`src/rtl/pixel_column_adc.sv`:
```
// Single-slope ADC back-end for one pixel column: ramp counter, per-pixel code latches, streamed readout.
// Latency: codes are available 2**PIXEL_BITS cycles after start; one word per cycle while out_ready_i is high.
// Backpressure: out_data_o/out_index_o hold while out_valid_o & !out_ready_i; abort_i overrides the handshake.
//
// Ports:
//   clk_i          rising-edge clock
//   rst_ni         asynchronous active-low reset (synchronous release expected upstream)
//   start_i        begin a conversion (only honoured in IDLE)
//   abort_i        return to IDLE from CONVERT/READOUT, latches keep their values
//   cmp_i          comparator outputs, 1 = ramp has passed the pixel level (already synchronous)
//   ramp_count_o   digital ramp value driving the ramp DAC
//   busy_o         high in CONVERT or READOUT
//   out_valid_o    readout word available
//   out_ready_i    consumer accepts the word when out_valid_o & out_ready_i
//   out_data_o     latched code of pixel out_index_o
//   out_index_o    pixel number of the current word
//   done_o         one-cycle pulse after the last word is accepted
//   out_sat_o      (only with PIXEL_ADC_SAT_FLAG_EN) current pixel never tripped
//
// Optional feature macro: PIXEL_ADC_SAT_FLAG_EN adds out_sat_o.

module pixel_column_adc #(
    parameter int PIXEL_BITS = 8,
    parameter int NUM_PIXELS = 4,
    localparam int IDX_W = (NUM_PIXELS > 1) ? $clog2(NUM_PIXELS) : 1
) (
    input  logic                  clk_i,
    input  logic                  rst_ni,
    input  logic                  start_i,
    input  logic                  abort_i,
    input  logic [NUM_PIXELS-1:0] cmp_i,
    output logic [PIXEL_BITS-1:0] ramp_count_o,
    output logic                  busy_o,
    output logic                  out_valid_o,
    input  logic                  out_ready_i,
    output logic [PIXEL_BITS-1:0] out_data_o,
    output logic [IDX_W-1:0]      out_index_o,
`ifdef PIXEL_ADC_SAT_FLAG_EN
    output logic                  out_sat_o,
`endif
    output logic                  done_o
);

    localparam logic [1:0] S_IDLE    = 2'd0;
    localparam logic [1:0] S_CONVERT = 2'd1;
    localparam logic [1:0] S_READOUT = 2'd2;

    localparam logic [PIXEL_BITS-1:0] RAMP_MAX = {PIXEL_BITS{1'b1}};
    localparam logic [PIXEL_BITS-1:0] RAMP_ONE = {{(PIXEL_BITS-1){1'b0}}, 1'b1};
    localparam logic [IDX_W-1:0]      IDX_LAST = IDX_W'(NUM_PIXELS - 1);
    localparam logic [IDX_W-1:0]      IDX_ONE  = {{(IDX_W-1){1'b0}}, 1'b1};

    logic [1:0]                                state_q,   state_d;
    logic [PIXEL_BITS-1:0]                     ramp_q,    ramp_d;
    logic [NUM_PIXELS-1:0][PIXEL_BITS-1:0]     latch_q,   latch_d;
    logic [NUM_PIXELS-1:0]                     tripped_q, tripped_d;
    logic [IDX_W-1:0]                          idx_q,     idx_d;
    logic                                      done_q,    done_d;

    always_comb begin
        state_d   = state_q;
        ramp_d    = ramp_q;
        latch_d   = latch_q;
        tripped_d = tripped_q;
        idx_d     = idx_q;
        done_d    = 1'b0;

        case (state_q)
            S_IDLE: begin
                // abort_i is meaningless here, so start_i always wins
                if (start_i) begin
                    state_d   = S_CONVERT;
                    ramp_d    = '0;
                    latch_d   = '0;
                    tripped_d = '0;
                    idx_d     = '0;
                end
            end

            S_CONVERT: begin
                if (abort_i) begin
                    state_d = S_IDLE;
                    ramp_d  = '0;
                end else begin
                    // Track the ramp until the comparator first goes high; the
                    // sticky tripped bit keeps a comparator that drops back low
                    // from overwriting the code, so the result is count-1 at trip.
                    for (int i = 0; i < NUM_PIXELS; i++) begin
                        if (!tripped_q[i] && !cmp_i[i]) begin
                            latch_d[i] = ramp_q;
                        end
                        if (cmp_i[i]) begin
                            tripped_d[i] = 1'b1;
                        end
                    end
                    if (ramp_q == RAMP_MAX) begin
                        state_d = S_READOUT;
                        ramp_d  = '0;
                        idx_d   = '0;
                    end else begin
                        ramp_d  = ramp_q + RAMP_ONE;
                    end
                end
            end

            S_READOUT: begin
                if (abort_i) begin
                    state_d = S_IDLE;
                    idx_d   = '0;
                end else if (out_ready_i) begin
                    if (idx_q == IDX_LAST) begin
                        state_d = S_IDLE;
                        idx_d   = '0;
                        done_d  = 1'b1;
                    end else begin
                        idx_d   = idx_q + IDX_ONE;
                    end
                end
            end

            default: begin
                state_d = S_IDLE;
            end
        endcase
    end

    always_ff @(posedge clk_i or negedge rst_ni) begin
        if (!rst_ni) begin
            state_q   <= S_IDLE;
            ramp_q    <= '0;
            latch_q   <= '0;
            tripped_q <= '0;
            idx_q     <= '0;
            done_q    <= 1'b0;
        end else begin
            state_q   <= state_d;
            ramp_q    <= ramp_d;
            latch_q   <= latch_d;
            tripped_q <= tripped_d;
            idx_q     <= idx_d;
            done_q    <= done_d;
        end
    end

    logic in_readout;
    assign in_readout = (state_q == S_READOUT);

    assign ramp_count_o = ramp_q;
    assign busy_o       = (state_q == S_CONVERT) || in_readout;
    assign out_valid_o  = in_readout;
    assign out_index_o  = idx_q;
    assign out_data_o   = in_readout ? latch_q[idx_q] : '0;
    assign done_o       = done_q;

`ifdef PIXEL_ADC_SAT_FLAG_EN
    // A pixel that never tripped saturated at full scale
    assign out_sat_o = in_readout && !tripped_q[idx_q];
`endif

endmodule
```
`config.mk`:
```
export PLATFORM = sky130hd
export DESIGN_NAME = pixel_column_adc
export DESIGN_NICKNAME = d
export VERILOG_FILES = /design/src/rtl/pixel_column_adc.sv
export SDC_FILE = /design/constraint.sdc
export NUM_CORES = 1
export LEC_CHECK = 0
export ABC_CLOCK_PERIOD_IN_PS = 2900
export CAP_MARGIN = 20
export CORE_MARGIN = 10
export CORE_UTILIZATION = 52
export DETAILED_ROUTE_END_ITERATION = 16
export PLACE_DENSITY_LB_ADDON = 0.3
export SLEW_MARGIN = 20
export SYNTH_ARGS = -nofsm -noshare
export SYNTH_HDL_FRONTEND = slang
export SYNTH_SLANG_ARGS = --single-unit
export TNS_END_PERCENT = 1
```
`constraint.sdc`:
```
create_clock -name clk_i -period 2.9 [get_ports clk_i]
set_input_delay 0.87 -clock clk_i [delete_from_list [all_inputs] [get_ports clk_i]]
set_output_delay 0.87 -clock clk_i [all_outputs]
set_load 0.02 [all_outputs]
```
# [Word level (Yosys, flattened, before mapping)]
# Cells that the tools add are included.
[word_totals] reg_bits=49 inputBits=9 output_inout_bits=21 wordCells=99
[classes] n_addsub=2 magnitude_cmp=1 eq_ne=18 n_mux=39 reduce_logical=27
[ops] cell="two-way mux 8 bit" n=9
[ops] cell="two-way mux 32 bit" n=2
[ops] cell="case mux 32 bit (2 select lines)" n=1
[ops] cell="AND reduction 4 bit" n=9
[ops] cell="two-way mux 2 bit" n=12
[ops] cell="!= test 2 bit, second input constant" n=11
[ops] cell="binary-select mux 8 bit (select 2 bit)" n=1
[ops] cell="case mux 8 bit (2 select lines)" n=1
[ops] cell="case mux 2 bit (3 select lines)" n=2
[ops] cell="adder 8 x 1 -> 8 bit, second input constant" n=1
[ops] cell="== test 8 bit, second input constant" n=1
[ops] cell="logical NOT 1 bit" n=8
[ops] cell="two-way mux 1 bit" n=8
[ops] cell="two-way mux 4 bit" n=2
[ops] cell="case mux 4 bit (2 select lines)" n=1
[ops] cell="!= test 3 bit, second input constant" n=2
[ops] cell="AND reduction 5 bit" n=1
[ops] cell="== test 2 bit, second input constant" n=2
[ops] cell="logical AND 1 bit" n=4
[ops] cell="< comparator 2 x 3 -> 1 bit, second input constant" n=1
[ops] cell="!= test 3 x 2 -> 1 bit, second input constant" n=1
[ops] cell="nonzero test 3 bit" n=1
[ops] cell="adder 2 x 1 -> 2 bit, second input constant" n=1
[ops] cell="== test 2 x 1 -> 1 bit, second input constant" n=1
[ops] cell="4 further kinds" n=4

# [Depth between registers and ports, before layout]
# Gate-level depths: netlist (run 1).
[depth] depth_word=5 ltp_mapped=8 mapped_depth_nobuf=6

# [Least setup slack after synthesis (run 1)]
# Ideal clock, no wire load.
[synth_timing] path_type="reg-to-output" start="register idx_q[0], in the netlist out_index_o[0]" end="output out_data_o[0]" t_arrival_ns=1.495 required_time_ns=2.030 setup_slack_ns=0.535 stages_incl_launch_ff=4 path_buffers=1 cell_sequence="dfrtp_1 > buf_2 > mux4_2 > and2_1"
[synth_via] elab_chain_len=3
[synth_rtl] element="from (decl)" line="57" rtl="logic [IDX_W-1:0] idx_q, idx_d;"
[synth_rtl] element="from (signal assigned)" line="140" rtl="idx_q <= idx_d;"
[synth_rtl] element="binary-select mux 8 bit (select 2 bit)" line="152" rtl="assign out_data_o = in_readout ? latch_q[idx_q] : '0;"
[synth_rtl] element="two-way mux 8 bit (implied by the code)" line="152"
[synth_rtl] element="two-way mux 8 bit" line="152"
[synth_rtl] element="to (decl)" line="36" rtl="output logic [PIXEL_BITS-1:0] out_data_o,"
# Every way passes these cells. The select of a mux whose other input is x is not followed.

# [Worst setup path after layout (run 1)]
[layout_timing] start="register idx_q[0], in the netlist out_index_o[0]" end="output out_data_o[3]"
# Same word-level chain as after synthesis.

==> summary.md, run 1 <==
| Metric | Value |
|---|---|
| Status | finished, final reports clean |
| Crit path DAT | between 1.5 and 2 ns |
| H-tree depth | 2 |
| Clk_lat worst skew | roughly 0.31 ns |
| Hold_ws | 0.491 ns |
| CP required | approximately 2.0 ns |
| R2R Path End | latch_q[23]$_DFFE_PN0P_ |
| Largest family of logic cells by synthesized area | multiplexers |
| Initial antenna violation count | 0 |
| Gr ovfl total | 0 |
| HPWL Detailed | 3.88 mm |
| Final setup viols | 0 |
| GPL Wtd Cong | 0.790 |
| Routed len/inst | 16.7 µm |
| XOR/XNOR share of the synthesized area | under 10% |
| Clock sink count | just under 50 |
| Least-Margin Pin Slew | roughly 0.63 ns |
| Core area | around 4700 µm² |
| Reg2Reg Depth | 6 |
| Leading area contributor after synthesis | dfrtp_1 |
| RSZ-0062 raised after global routing | true |
| WS Path Type | register to output port |
| DRT iter0 DRCs | 97 |
| Max Cap Violations | 0 |
| Layout area overhead | 19.6% |
| Worst hold stages | 2 |
| Footprint of the multi-input gates | about 1200 µm² |
| Cell variety after synth | 37 |
| Cells after Synth | 231 |
| Synth Area in Adders | under 10% |
| R2R Setup Slk | 0.68 ns |
| DRC Markers | 0 |
| Pwr dens | 648 nW/µm² |
| Worst clock skew | between 0.01 and 0.015 ns |
| Largest net degree at the start of global routing | 28 |
| Synthesized area | 2500 µm² |
| Total track usage | about 15% |
| Post-synthesis simple-gate area fraction | around 18% |
| Vias | 1779 |
| CP startpoint | out_index_o[0]$_DFFE_PN0P_ |
| CTS tree | yes |
| Fin. Hold Viols | 0 |
| Chip width | between 80 and 90 µm |
| Rows | 25 |
| Lkg Pwr | between 1.5 and 2 nW |
| Post-synthesis sequential area ratio | 49.1% |
| DRT Pass-1 Iters | 4 |
| Peak supply drop | about 0.0004 V |
| CTS Buffer Depth | 2 |
| Clock root cell | clkbuf_8 |
| Worst rel slew slack | between 50% and 60% |
| Routed vias/inst | ~5.6 |
| Syn Nets | around 250 |
| # diodes | 0 |
| Final min period | around 2.9 ns |
| Synth warn | 0 |
| Maximum clock frequency | about 350 MHz |
| Hold EP | latch_q[17]$_DFFE_PN0P_ |
| Io pins | 30 |
| Initial core utilization | about 53% |
| Share of Yosys cell area claimed by the top area cell type | a little under 50% |
| # nets final | about 280 |
| Mean Syn Cell Area | around 11 µm² |
| Total length of routed wires | approximately 5.3 mm |
| Post-synthesis mux area share | between 10% and 20% |
| Clock buffer count from CTS | 5 |
| Setup crit end kind | output port |
| Global-route wire length before repair | between 9 and 10 mm |
| Min-delay worst type | register to register |
| Port Buf Inserts | 29 |
| Number of synthesized register bits | between 40 and 50 |
| Tcrit/Tclk final | a little over nine tenths |
| Hold Startpoint | latch_q[17]$_DFFE_PN0P_ |
| Clk slew on worst S/H paths | around 0.09 ns |
| # fillers | about 390 |
| Post-layout util | 63.7% |
| Vias in the first global route | between 1500 and 2000 |
| Synth area leaders | dfrtp_1 (49%), mux2i_1 (10%), nand2_1 (7.4%), mux4_2 (7.2%), ha_1 (3.0%) |
| Startpoint type of the worst setup path | register |
| FF-to-FF Start | state_q[1]$_DFFE_PN0P_ |
| Die Area | approximately 8000 µm² |
| DIE HEIGHT | 89.3 µm |
| Fraction of layout cells with a size suffix above 1 | ~13% |
| Slew Limit Fails | 0 |
| Routed Antenna Nets | 0 |
| Register area | 1230 µm² |
| Critical Path Fanout Max | 2 |
| Synth Area in Compound Gates | roughly 8.0% |
## repair_timing
action / 4_1_cts / 5_1_grt
hold buffers: 0 / 0
setup buffers: 2 / 0
resized for setup: 5 / 5
endpoints found under the setup margin: 8 / 5
pin swaps: 0 / 0
## worst max-delay path: stages (launching register included)
cell	delay (ns)
dfrtp_2	0.39
buf_4	0.12
mux4_2	0.47
and2_1	0.16
clkdlybuf4s50_1	0.53
## logic make-up after synthesis
logic type,after synthesis
AOI/OAI and AO/OA,31
xor gates and xnor gates,3
adders and majority gates,6
buffers and inverters,13
DFF,49
muxes,36
and+or+nand+nor,93
## final cells by class
| cell class | count | share of cell area [%] |
|---|---|---|
| sequential | 49 | 41.1 |
| inverter | 3 | 0.377 |
| clock inverter | 1 | 1.00 |
| tap | 54 | 2.26 |
| clock buffer | 7 | 2.89 |
| timing repair buffer | 34 | 11.8 |
| multi-input combinational | 169 | 40.5 |
## cell usage after synthesis, drive strengths merged
library cell and count:
nand2 52, dfrtp 49, mux2i 25, nor2 15
o21ai 13, and2 9, mux4 8, a21oi 7
clkbuf 6, ha 6, and3 4, buf 4
inv 3, mux2 3, nand4 3, xor2 3
a21o 2, a31oi 2, nand3 2, nor2b 2
nor3 2, a2111o 1, a211oi 1, a31o 1
nand2b 1, nand4b 1, nor4b 1, o211ai 1
o21a 1, o31ai 1, o41ai 1, or2 1
## worst max-delay path by stage
| stage | slack, ns | to |
|---|---|---|
| after floorplan | 0.54 | out_data_o[0] |
| after global placement | 0.1 | out_data_o[6] |
| after detailed placement | 0.06 | out_data_o[0] |
| after CTS | 0.001 | out_data_o[1] |
| after global routing | -0.04 | out_data_o[3] |
| final | 0.05 | out_data_o[3] |
## per-stage QoR
step                power [W]  instance area, µm²  cells  setup WS, ns  setup TNS (ns)
finish                0.00194                2990    317        0.0498               0
detailed placement    0.00145                2830    307        0.0562               0
global placement      0.00144                2830    307        0.0956               0
global route          0.00205                2990    317       -0.0395         -0.0395
floorplan             0.00129                2500    231         0.535               0
CTS                   0.00196                2980    317       0.00129               0
## cells in the final DEF, fill, tap and decap left out, types with 3 or more instances in the layout
cell             instances
nand2_4                  3
mux4_2                   8
dlymetal6s2s_1           4
dlygate4sd2_1            3
inv_1                    3
nand2_1                 49
buf_4                    3
o21ai_0                 13
and2_1                   9
nor2_1                  15
and3_1                   4
xor2_1                   3
nand4_1                  3
clkbuf_8                 6
dfrtp_1                 47
ha_1                     5
mux2_2                   3
a21oi_1                  7
mux2i_1                 25
clkdlybuf4s50_1         21
## per-layer routing
metal | wire length, µm | track usage [%] | vias up
li1 | - | - | 865
met2 | 2490 | 23.4 | 35
met3 | 300 | 4.47 | 5
met5 | 0 | 0 | -
met4 | 76 | 5.49 | 0
met1 | 2430 | 18.4 | 874
## where the power goes
group          internal [W]  switching [W]
combinational      0.000236       0.000390
sequential         0.000755      0.0000513
clock              0.000281       0.000223
## state kept, by name (all words and copies together), names as in the netlist
signal and count:
latch_q 32, ramp_count_o 8, tripped_q 4, out_index_o 2, state_q 2, done_o 1
No activity file was read; power rests on OpenSTA's default activity.
==> inputs of run 2 (changes only) <==
--- a/config.mk
+++ b/config.mk
@@ -6,7 +6,7 @@
 export NUM_CORES = 1
 export LEC_CHECK = 0
 export ABC_CLOCK_PERIOD_IN_PS = 2900
-export CAP_MARGIN = 20
+export CAP_MARGIN = 5
 export CORE_MARGIN = 10
 export CORE_UTILIZATION = 52
 export DETAILED_ROUTE_END_ITERATION = 16
==> results of run 2 <==
Same layout as run 1: the final DEF is identical, and so are final timing and power.
==> inputs of run 3 (changes only) <==
--- a/config.mk
+++ b/config.mk
@@ -9,6 +9,7 @@
 export CAP_MARGIN = 5
 export CORE_MARGIN = 10
 export CORE_UTILIZATION = 52
+export CTS_CLUSTER_SIZE = 20
 export DETAILED_ROUTE_END_ITERATION = 16
 export PLACE_DENSITY_LB_ADDON = 0.3
 export SLEW_MARGIN = 20
==> results of run 3 <==
Same layout as run 1: the final DEF is identical, and so are final timing and power.
